===== config.mk =====
export PLATFORM = sky130hd
export DESIGN_NAME = priority_encoder_pending
export DESIGN_NICKNAME = d
export VERILOG_FILES = /design/src/rtl/priority_encoder_pending.sv
export SDC_FILE = /design/constraint.sdc
export NUM_CORES = 1
export LEC_CHECK = 0
export CORE_MARGIN = 10
export CORE_UTILIZATION = 46
export CTS_BUF_LIST = sky130_fd_sc_hd__clkbuf_4
export CTS_CLUSTER_DIAMETER = 200
export CTS_CLUSTER_SIZE = 24
export DETAILED_ROUTE_END_ITERATION = 12
export PLACE_DENSITY = 0.81
export SLEW_MARGIN = 20
export SYNTH_ARGS = -nofsm -noshare
export SYNTH_HDL_FRONTEND = slang
export SYNTH_SLANG_ARGS = --single-unit

===== constraint.sdc =====
create_clock -name clk -period 2.27 [get_ports clk]
set_input_delay 0.227 -clock clk [delete_from_list [all_inputs] [get_ports clk]]
set_output_delay 0.227 -clock clk [all_outputs]
set_load 0.02 [all_outputs]

===== src/rtl/priority_encoder_pending.sv =====
// Sticky pending-request register with a registered highest-index grant.
// A grant is retired only when the consumer acks it.
//
// Ports:
//   clk      rising-edge clock
//   rst_n    asynchronous active-low reset
//   req      request lines; a 1 sets the matching pending bit
//   ack      consumer accepts the current grant; ignored while valid=0
//   mask     (PRIORITY_ENCODER_MASK_EN only) bits excluded from selection
//   valid    idx holds a live grant
//   idx      index of the granted request (MSB = highest priority)
//   pending  sticky request vector, including the granted bit
//   dup      one-cycle pulse when a req hits an already-pending bit
//
// Optional feature macro: PRIORITY_ENCODER_MASK_EN.
// When it is defined, a mask port is added and masked bits still
// accumulate in pending but are never selected.
module priority_encoder_pending #(
    parameter  int N     = 8,
    localparam int IDX_W = $clog2(N)
) (
    input  logic             clk,
    input  logic             rst_n,
    input  logic [N-1:0]     req,
    input  logic             ack,
`ifdef PRIORITY_ENCODER_MASK_EN
    input  logic [N-1:0]     mask,
`endif
    output logic             valid,
    output logic [IDX_W-1:0] idx,
    output logic [N-1:0]     pending,
    output logic             dup
);

    typedef enum logic {
        IDLE  = 1'b0,
        GRANT = 1'b1
    } state_t;

    state_t           state_q, state_d;
    logic [IDX_W-1:0] idx_q, idx_d;
    logic [N-1:0]     pend_q, pend_d;
    logic             dup_q, dup_d;

    logic [N-1:0]     clr;
    logic [N-1:0]     p_eff;
    logic [N-1:0]     sel;

    // Highest set bit; always < N, so unused codes never appear.
    function automatic logic [IDX_W-1:0] top_bit(input logic [N-1:0] v);
        top_bit = '0;
        for (int i = 0; i < N; i++) begin
            if (v[i]) begin
                top_bit = IDX_W'(i);
            end
        end
    endfunction

    always_comb begin
        clr    = (state_q == GRANT && ack) ? (N'(1) << idx_q) : '0;
        p_eff  = pend_q & ~clr;
        pend_d = p_eff | req;
        // A bit cleared this cycle and re-requested is not a duplicate.
        dup_d  = |(req & p_eff);
`ifdef PRIORITY_ENCODER_MASK_EN
        sel    = pend_d & ~mask;
`else
        sel    = pend_d;
`endif
    end

    always_comb begin
        state_d = state_q;
        idx_d   = idx_q;
        unique case (state_q)
            IDLE: begin
                if (|sel) begin
                    state_d = GRANT;
                    idx_d   = top_bit(sel);
                end
            end
            GRANT: begin
                // No preemption: the grant only moves on ack.
                if (ack) begin
                    if (|sel) begin
                        idx_d = top_bit(sel);
                    end else begin
                        state_d = IDLE;
                    end
                end
            end
            default: state_d = IDLE;
        endcase
    end

    always_ff @(posedge clk or negedge rst_n) begin
        if (!rst_n) begin
            state_q <= IDLE;
            idx_q   <= '0;
            pend_q  <= '0;
            dup_q   <= 1'b0;
        end else begin
            state_q <= state_d;
            idx_q   <= idx_d;
            pend_q  <= pend_d;
            dup_q   <= dup_d;
        end
    end

    assign valid   = (state_q == GRANT);
    assign idx     = idx_q;
    assign pending = pend_q;
    assign dup     = dup_q;

endmodule

==> flow_summary.toml <==
[outcome]
status = "completed"

[logic_synthesis]
synthXorXnorAreaFrac_pct = 0
ys_seq_elements = 13
yosys-top-cells-area = "dfrtp_1 46%, o211ai_1 4.2%, o31a_1 3.7%"
synth_top_area_cell = "dfrtp_1"
avgSynthCellArea_um2 = 11.05
synth_fp_nets = 75
syn_area_um2 = 706.9
synth_top_family_by_area = "compound AO/OA/AOI/OAI gates"
post-synth-top-area-fraction_pct = 46.02
synthMuxAreaShare_pct = 3.186
synth_compound_area_share_pct = 24.07
ys_types = 32
synthAdderAreaFrac_pct = 0
yosys_warnings = 0
yosysSeqAreaShare_pct = 46.02
yosys.area_share.simple_pct = 24.07
netlist_instances = 64

[worst_setup_path]
crit_path_end_kind = "flop"
critPathRequiredTime_ns = 2.43
reg2reg_depth = 7
crit_slowest_cell = "dfrtp_1"
crit_type = "reg -> reg"
critPathLaunchType = "flop"
worstPathCellList = "nand2b_1, o21a_2, nor2_2, inv_2, a21o_1, a221o_1, mux2_1"
crit_arrival_ns = 2.20
cpPeakStageDelay_ns = 0.48
cp_max_fo = 8

[clock_tree]
cts.sinks = 13
cts-hold-fix-buffers = 0
tritoncts = "yes"
clock_path_buffers = 2
post_cts_resized = 0
numCtsBuffers = 3
insertion_delay_ns = 0.28
h-tree-depth = 1
clk_pin_slew_worst_paths_ns = 0.08
root_buffer = "clkbuf_4"
cts_setup_buffers = 0

[cells_and_area]
drive_gt1_share_pct = 24.47
design_area_mm2 = 0.001010
antennaDiodeCount = 0
layout_commonest_cell = "clkdlybuf4s50_1"
syn_to_final_growth_pct = 42.83
final_cell_mix = "23 x clkdlybuf4s50_1, 13 x dfrtp_1, 5 x nor2_1, 4 x o211ai_1, 4 x clkbuf_4"
nNetsFinal = 106

[die]
start_util_pct = 48.04
pin_count = 24
num_rows = 14
coreArea_mm2 = 0.001471
die_x_um = 59.20
die-area_mm2 = 0.003505
die_h_um = 59.20

[sta]
rsz0062_at_grt = "no"
slew_headroom_pct = 60.59
finalSetupTns_ns = 0
min_period_over_period_pct = 89.77
tightest_slew_ns = 0.5892
setup_viol = 0
post-route-min-period_ns = 2.038
fmax_mhz = 490.7
fin_skew_ns = 0.004244
slew_viol_final = 0
finalHoldViolCount = 0

[routing]
antenna_left = 0
drc = 0
first_pass_iters = 4
viasPerCell = 5.727
vias = 630
wl_mm = 1.902
wl_per_cell_um = 17.29
drtIter0Drc = 7

[placed_design]
place_area_um2 = 979.7
dp_hpwl_mm = 1.530
place_congestion = 0.8659
place.port_buffers = 23

[grt]
globalRouteOverflowTotal = 0
grt_max_degree = 14
track_usage_pct = 10.86
grt_pass1_vias = 650
antenna_found_initial = 0
grt_pass1_wl_mm = 2.946

[power_and_ir_drop]
power_density_mw_per_mm2 = 534.4
p_leak_nw = 0.3816
peakVddDrop_mv = 0.4474

[worst_hold_path]
hp-class = "in -> async"

[job]
cap_violations = 0
[routing by layer]
layer | GRT usage [%] | part of all wire [%] | vias to the layer above
li1 | - | - | 301
met1 | 11.43 | 40 | 307
met2 | 18.42 | 49 | 20
met3 | 4.292 | 10 | 2
met4 | 4.918 | 1.0 | 0
met5 | 0 | 0 | -
[cell usage after synthesis]
library cell and n:
a21o_1 2, a21oi_1 1, a221o_1 1, a22oi_1 1
a41oi_2 1, and2b_2 1, and3_1 1, and3_2 1
dfrtp_1 13, inv_1 3, inv_2 2, mux2_1 2
nand2_1 1, nand2b_1 2, nand3_2 1, nand3b_4 1
nand4_1 2, nor2_1 5, nor2_2 2, nor3_1 1
nor4_4 1, o211ai_1 4, o21a_1 1, o21a_2 1
o22ai_1 1, o311a_1 1, o31a_1 3, o31a_2 2
o31ai_1 1, or2_0 1, or2_1 1, or2_2 3
[state kept, by name, summed over array words and instances, names as in the netlist]
| register | flops |
|---|---|
| dup | 1 |
| pending | 8 |
| idx | 3 |
| valid | 1 |
[cells by family (layout without fill, tap and decap cells)]
family / Yosys count / after routing
and+or+nand+nor: 24 / 24
AOI/OAI and AO/OA: 20 / 20
DFF: 13 / 13
buffers and inverters: 5 / 35
muxes: 2 / 2
[final timing paths]
| path | startpoint | to | slack, ns |
|---|---|---|---|
| worst max-delay path | idx[2] | idx[0] | 0.23 |
| max in group asynchronous | rst_n | idx[0] | 1.57 |
| worst max register to register | idx[2] | idx[0] | 0.23 |
| worst min register to register | pending[4] | dup | 0.59 |
| worst min-delay path | rst_n | pending[3] | 0.31 |
| min in group clk | req[1] | pending[1] | 0.57 |
[worst max-delay path: cells and delay by family, from the launching register on]
| family | cells | cell delay (ns) |
|---|---|---|
| AO/OA/AOI/OAI | 3 | 0.75 |
| buffers and inverters | 1 | 0.04 |
| flip-flops | 1 | 0.48 |
| multiplexers | 1 | 0.31 |
| AND/OR/NAND/NOR | 2 | 0.34 |
[cell type report]
| class | count | area [um2] |
|---|---|---|
| Multi-Input combinational cell | 46 | 362.8 |
| Fill cell | 125 | 461.7 |
| Inverter | 5 | 18.77 |
| Sequential cell | 13 | 325.3 |
| Clock buffer | 4 | 30.03 |
| Timing Repair Buffer | 26 | 252.7 |
| Tap cell | 16 | 20.02 |
[power by group]
group / switching (W) / internal (W)
clock network: 0.0000805 / 0.0000802
logic: 0.0000615 / 0.0000603
registers: 0.0000147 / 0.000242
total: 0.000157 / 0.000383
[stage by stage]
step                      util (%)  total power [W]  hold WS [ns]  setup slack (ns)  cells
after floorplan                  -        0.0003180      -0.06859            0.2860     64
after global placement       66.58        0.0003804        0.5647           0.01310    106
after detailed placement     66.58        0.0003842        0.5776          -0.05316    106
after CTS                    68.62        0.0005425        0.3380            0.2183    110
after global routing         68.62        0.0005596        0.3521            0.1224    110
final                        68.62        0.0005396        0.3116            0.2321    110
Note: power is estimated with default switching activity, not from simulation.
